[src/rtl/nukv_rotation_matrix_ctrl.sv]
// Rotation-matrix configuration sequencer: loads a shadow matrix from a narrow config stream and
// commits it to the active matrix only between values, gating the value stream meanwhile.
module nukv_rotation_matrix_ctrl #(
    parameter int unsigned MEMORY_WIDTH = 512,
    parameter int unsigned COL_COUNT    = 3,
    parameter int unsigned COL_WIDTH    = 64,
    parameter int unsigned CNT_WIDTH    = 32
) (
    input  logic                                   clk,
    input  logic                                   rst,
    input  logic [COL_WIDTH-1:0]                   cfg_data,
    input  logic                                   cfg_valid,
    output logic                                   cfg_ready,
    input  logic                                   cfg_abort,
    input  logic [MEMORY_WIDTH-1:0]                in_data,
    input  logic                                   in_valid,
    input  logic                                   in_last,
    output logic                                   in_ready,
    output logic [MEMORY_WIDTH-1:0]                rot_data,
    output logic                                   rot_valid,
    output logic                                   rot_last,
    input  logic                                   rot_ready,
    output logic [COL_COUNT*COL_COUNT*COL_WIDTH-1:0] matrix_data,
    output logic                                   matrix_valid,
    output logic [CNT_WIDTH-1:0]                   value_count,
    output logic [CNT_WIDTH-1:0]                   commit_count
);

    localparam int unsigned N     = COL_COUNT * COL_COUNT;
    localparam int unsigned IDX_W = (N > 1) ? $clog2(N) : 1;

    typedef enum logic [1:0] {StEmpty, StIdle, StBusy} state_e;

    state_e                 state_q;
    logic [IDX_W-1:0]       cfg_idx_q;
    logic                   shadow_full_q;
    logic [COL_WIDTH-1:0]   shadow_q [N];
    logic [COL_WIDTH-1:0]   active_q [N];
    logic [CNT_WIDTH-1:0]   value_count_q;
    logic [CNT_WIDTH-1:0]   commit_count_q;

    logic commit;
    logic gate;
    logic cfg_fire;
    logic val_fire;
    logic cfg_last_idx;

    // A pending shadow matrix takes over as soon as no value is in flight.
    assign commit       = shadow_full_q && (state_q != StBusy);
    assign gate         = rst && (state_q != StEmpty) && !commit;

    assign cfg_ready    = rst && !shadow_full_q;
    assign cfg_fire     = cfg_valid && cfg_ready && !cfg_abort;
    assign cfg_last_idx = (cfg_idx_q == IDX_W'(N - 1));

    assign rot_valid    = in_valid && gate;
    assign in_ready     = rot_ready && gate;
    assign rot_data     = in_data;
    assign rot_last     = in_last;
    assign val_fire     = in_valid && in_ready;

    assign matrix_valid = (state_q != StEmpty);
    assign value_count  = value_count_q;
    assign commit_count = commit_count_q;

    for (genvar k = 0; k < N; k++) begin : g_matrix
        assign matrix_data[k*COL_WIDTH +: COL_WIDTH] = active_q[k];
    end

    // Shadow loader
    always_ff @(posedge clk) begin
        if (!rst) begin
            cfg_idx_q     <= '0;
            shadow_full_q <= 1'b0;
            for (int k = 0; k < N; k++) begin
                shadow_q[k] <= '0;
            end
        end else begin
            if (commit) begin
                shadow_full_q <= 1'b0;
            end
            if (!shadow_full_q && cfg_abort) begin
                cfg_idx_q <= '0;
            end else if (cfg_fire) begin
                shadow_q[cfg_idx_q] <= cfg_data;
                if (cfg_last_idx) begin
                    cfg_idx_q     <= '0;
                    shadow_full_q <= 1'b1;
                end else begin
                    cfg_idx_q <= cfg_idx_q + 1'b1;
                end
            end
        end
    end

    // Value-side FSM with active matrix and statistics
    always_ff @(posedge clk) begin
        if (!rst) begin
            state_q        <= StEmpty;
            value_count_q  <= '0;
            commit_count_q <= '0;
            for (int k = 0; k < N; k++) begin
                active_q[k] <= '0;
            end
        end else begin
            if (commit) begin
                commit_count_q <= commit_count_q + 1'b1;
                for (int k = 0; k < N; k++) begin
                    active_q[k] <= shadow_q[k];
                end
            end
            unique case (state_q)
                StEmpty: begin
                    if (shadow_full_q) begin
                        state_q <= StIdle;
                    end
                end
                StIdle: begin
                    if (val_fire) begin
                        if (in_last) begin
                            value_count_q <= value_count_q + 1'b1;
                        end else begin
                            state_q <= StBusy;
                        end
                    end
                end
                StBusy: begin
                    if (val_fire && in_last) begin
                        value_count_q <= value_count_q + 1'b1;
                        state_q       <= StIdle;
                    end
                end
                default: state_q <= StEmpty;
            endcase
        end
    end

endmodule

[config.mk]
export PLATFORM = sky130hd
export DESIGN_NAME = nukv_rotation_matrix_ctrl
export DESIGN_NICKNAME = d
export VERILOG_FILES = /design/src/rtl/nukv_rotation_matrix_ctrl.sv
export SDC_FILE = /design/constraint.sdc
export NUM_CORES = 1
export LEC_CHECK = 0
export CORE_AREA = 5 5 683 685
export CTS_CLUSTER_SIZE = 12
export DETAILED_ROUTE_END_ITERATION = 16
export DIE_AREA = 0 0 688 690
export GPL_ROUTABILITY_DRIVEN = 0
export GPL_TIMING_DRIVEN = 1
export SETUP_SLACK_MARGIN = 0.2
export SLEW_MARGIN = 20
export SYNTH_ARGS = -nofsm -noshare
export SYNTH_HDL_FRONTEND = slang
export SYNTH_SLANG_ARGS = --single-unit
[constraint.sdc]
create_clock -name clk -period 22.6 [get_ports clk]
set_input_delay 3.39 -clock clk [delete_from_list [all_inputs] [get_ports clk]]
set_output_delay 3.39 -clock clk [all_outputs]
set_load 0.01 [all_outputs]
==> flow_summary.json <==
{
  "leakage_power_figure_nw": 25.12,
  "final_antenna_net_count": 0,
  "timing.final.max_slew_violations": 0,
  "floorplan.initialDensity_pct": 10.96,
  "met2_usage_in_global_routing_pct": 25.35,
  "clock-sinks": 1223,
  "critPathKind": "primary input to primary output",
  "power.total_w": 0.005069,
  "clock_tree_from_tritoncts": "done",
  "synth_seq_area_share_pct": 71.63,
  "drive_above_1_share_pct": 7.384,
  "pre_cts_ws_ps": 13750,
  "timing.max_cap.violations": 0,
  "busiest_layer": "met2",
  "fmax_mhz": 114.5,
  "post_syn_area_per_cell_um2": 14.37,
  "drc": 0,
  "fp.dieH_um": 690,
  "grt_pass1_vias": 28560,
  "outcome": "completed",
  "initialDrtViolationCount": 3437,
  "grt_remaining_overflow": 0,
  "crit_required_ps": 19210,
  "clk_pin_slew_worst_paths_ps": 60,
  "areaGrowthSynthToFinish_pct": 29.90,
  "setup_viol": 0,
  "post_synth_main_area_contributors": "sky130_fd_sc_hd__edfxtp_1 69%, sky130_fd_sc_hd__and3_1 14%, sky130_fd_sc_hd__buf_4 7.7%",
  "synth-main-ff-cell": "sky130_fd_sc_hd__edfxtp_1",
  "firstDrtPassIters": 5,
  "globalRouteTotalUtil_pct": 13.36,
  "layout_min_cycle_time_ps": 8737,
  "post-synth-top-area-cell": "sky130_fd_sc_hd__edfxtp_1",
  "drt-total-wl_um": 333100,
  "pwr_density_cell_nw_per_um2": 77.61,
  "post_cts_resize_count": 0,
  "detailroute.via_count": 30300,
  "first_pass_grt_wire_length_um": 399000,
  "cts_made_buffers": 146,
  "detailed_place_hpwl_um": 265300,
  "portBuffers": 715,
  "synth_enable_flop_cells": 1152,
  "cts_setup_buffers": 0,
  "final_net_count": 4221,
  "std_cell_rows": 249,
  "grt.met1_usage_pct": 9.122,
  "path_max_fanout": 61,
  "critical_path.endpoint_type": "primary output",
  "antenna_violations_before_repair": 39,
  "vias_per_cell": 3.058,
  "htree_num_levels": 4,
  "sum_of_negative_setup_slack_ps": 0,
  "dpl.cell_count": 9631,
  "syn_inst_count": 3499,
  "number_of_storage_elements_in_the_synthesis_netlist": 1223,
  "slew_headroom_pct": 18.20,
  "netlist-cell-type-count": 50,
  "die-width_um": 688,
  "synth.yosys.warnings": 0,
  "core_region_area_um2": 458900,
  "use_met3_pct": 10.67,
  "clockBufferDepth": 4,
  "worst_setup_path_start_kind": "primary input",
  "synth_nets": 4088,
  "grt_setup_unrepaired": "false",
  "instances_no_fill": 9908,
  "hp-class": "flop to flop",
  "root_buffer": "sky130_fd_sc_hd__clkbuf_16",
  "cts_hold_repair.buffers": 0,
  "largest_net_degree_at_the_start_of_global_routing": 250,
  "die_area_um2": 474700,
  "mostFrequentLayoutCell": "sky130_fd_sc_hd__and3_1",
  "syn-cell-area_um2": 50280,
  "layout_common_cells": "1,160 x sky130_fd_sc_hd__and3_1, 1,152 x sky130_fd_sc_hd__edfxtp_1, 711 x sky130_fd_sc_hd__clkdlybuf4s50_1, 149 x sky130_fd_sc_hd__clkbuf_16, 71 x sky130_fd_sc_hd__dfxtp_1",
  "min_period_over_period_pct": 38.66,
  "finalClockSkew_ps": 86.81,
  "top_level_ports": 1740,
  "crit_arrival_ps": 5350,
  "insertion_delay_ps": 860,
  "max-vdd-ir-drop_uv": 106.5,
  "end_of_flow_core_utilization_pct": 14.23,
  "ff2ff_setup_slack_ps": 17470,
  "per_cell_routed_wire_length_um": 33.62,
  "synth_top_cell_area_share_pct": 68.81,
  "ys_async_sr_fraction_pct": 0,
  "layout_setup_ws_ps": 13860,
  "tightest_slew_ps": 1227,
  "hold_viol_final": 0
}
[where the power goes]
part	switching, W	internal, W
Combinational	0.000164	0.0000783
Sequential	0.0000302	0.00255
Clock	0.000988	0.00126
[kinds of logic (layout without fill, tap and decap cells)]
family	count (synthesis)	in the layout	synth area share, %
AOI/OAI and AO/OA	40	40	0.5102
muxes	2	2	0.03982
buffers and inverters	792	1031	9.910
DFF	1223	1223	71.63
xor gates and xnor gates	49	49	0.8536
adders and majority gates	6	6	0.1493
other	0	21	0
and+or+nand+nor	1387	1387	16.90
[final timing paths]
check,to,depth (start not counted),from
hold / removal,value_count[31],2,value_count[31]
hold reg to reg,value_count[31],2,value_count[31]
setup reg to reg,active_q[0][179],7,state_q[0]
setup / recovery,rot_valid,4,rst
[state kept, by name, indices dropped and copies added (netlist names)]
name / flops
active_q: 576
cfg_idx_q: 4
commit_count: 32
shadow_full_q: 1
shadow_q: 576
state_q: 2
value_count: 32
[routing by layer]
layer | wire, µm | vias up
met1 | 75150 | 14890
met4 | 16070 | 22
met2 | 179900 | 2260
met5 | 1357 | -
met3 | 60660 | 413
li1 | - | 12720
[cell type report]
| cell class | instances | area, µm² |
|---|---|---|
| fill | 50640 | 393600 |
| sequential | 1223 | 36010 |
| multi-input combinational | 1484 | 9415 |
| tap | 6149 | 7694 |
| timing repair buffer | 769 | 7679 |
| clock buffer | 195 | 3901 |
| clock inverter | 59 | 521.8 |
| antenna | 21 | 52.55 |
| inverter | 8 | 30.03 |
[synthesized netlist by cell type (2+ instances only)]
library cell               number
sky130_fd_sc_hd__nand3_1       22
sky130_fd_sc_hd__dfxtp_1       71
sky130_fd_sc_hd__nand2_1       47
sky130_fd_sc_hd__clkbuf_1     204
sky130_fd_sc_hd__nor4_1        10
sky130_fd_sc_hd__nand4_1       32
sky130_fd_sc_hd__or4_1          2
sky130_fd_sc_hd__buf_2         51
sky130_fd_sc_hd__edfxtp_1    1152
sky130_fd_sc_hd__nor3_4         2
sky130_fd_sc_hd__and2_1        10
sky130_fd_sc_hd__inv_1          7
sky130_fd_sc_hd__nor3_1         6
sky130_fd_sc_hd__mux2i_1        2
sky130_fd_sc_hd__nor2b_1        2
sky130_fd_sc_hd__ha_1           6
sky130_fd_sc_hd__o21ai_0       10
sky130_fd_sc_hd__xor2_1        29
sky130_fd_sc_hd__buf_1          2
sky130_fd_sc_hd__a211o_1        2
sky130_fd_sc_hd__buf_4        514
sky130_fd_sc_hd__nand2b_1       5
sky130_fd_sc_hd__o31ai_1        4
sky130_fd_sc_hd__nor2_1        58
sky130_fd_sc_hd__and3_1      1160
sky130_fd_sc_hd__o211ai_1       2
sky130_fd_sc_hd__nor3b_2        2
sky130_fd_sc_hd__xnor2_1       20
sky130_fd_sc_hd__clkbuf_2      13
sky130_fd_sc_hd__a21oi_1       14
sky130_fd_sc_hd__and4_1         8
sky130_fd_sc_hd__or3_1          8
sky130_fd_sc_hd__nor3_2         5
[worst max-delay path, stage by stage]
cell	delay, ps
sky130_fd_sc_hd__buf_8	320
sky130_fd_sc_hd__nand2_4	580
sky130_fd_sc_hd__nor3b_1	420
sky130_fd_sc_hd__clkdlybuf4s50_1	600
[stage by stage]
step | cell area [µm²] | hold WS (ps)
after floorplan | 50280 | 486.3
after global placement | 60750 | 468.5
after detailed placement | 60780 | 475.7
after CTS | 65200 | 483.7
after global routing | 65260 | 514.2
final | 65310 | 477.4
Note: power is estimated with default switching activity, not from simulation.
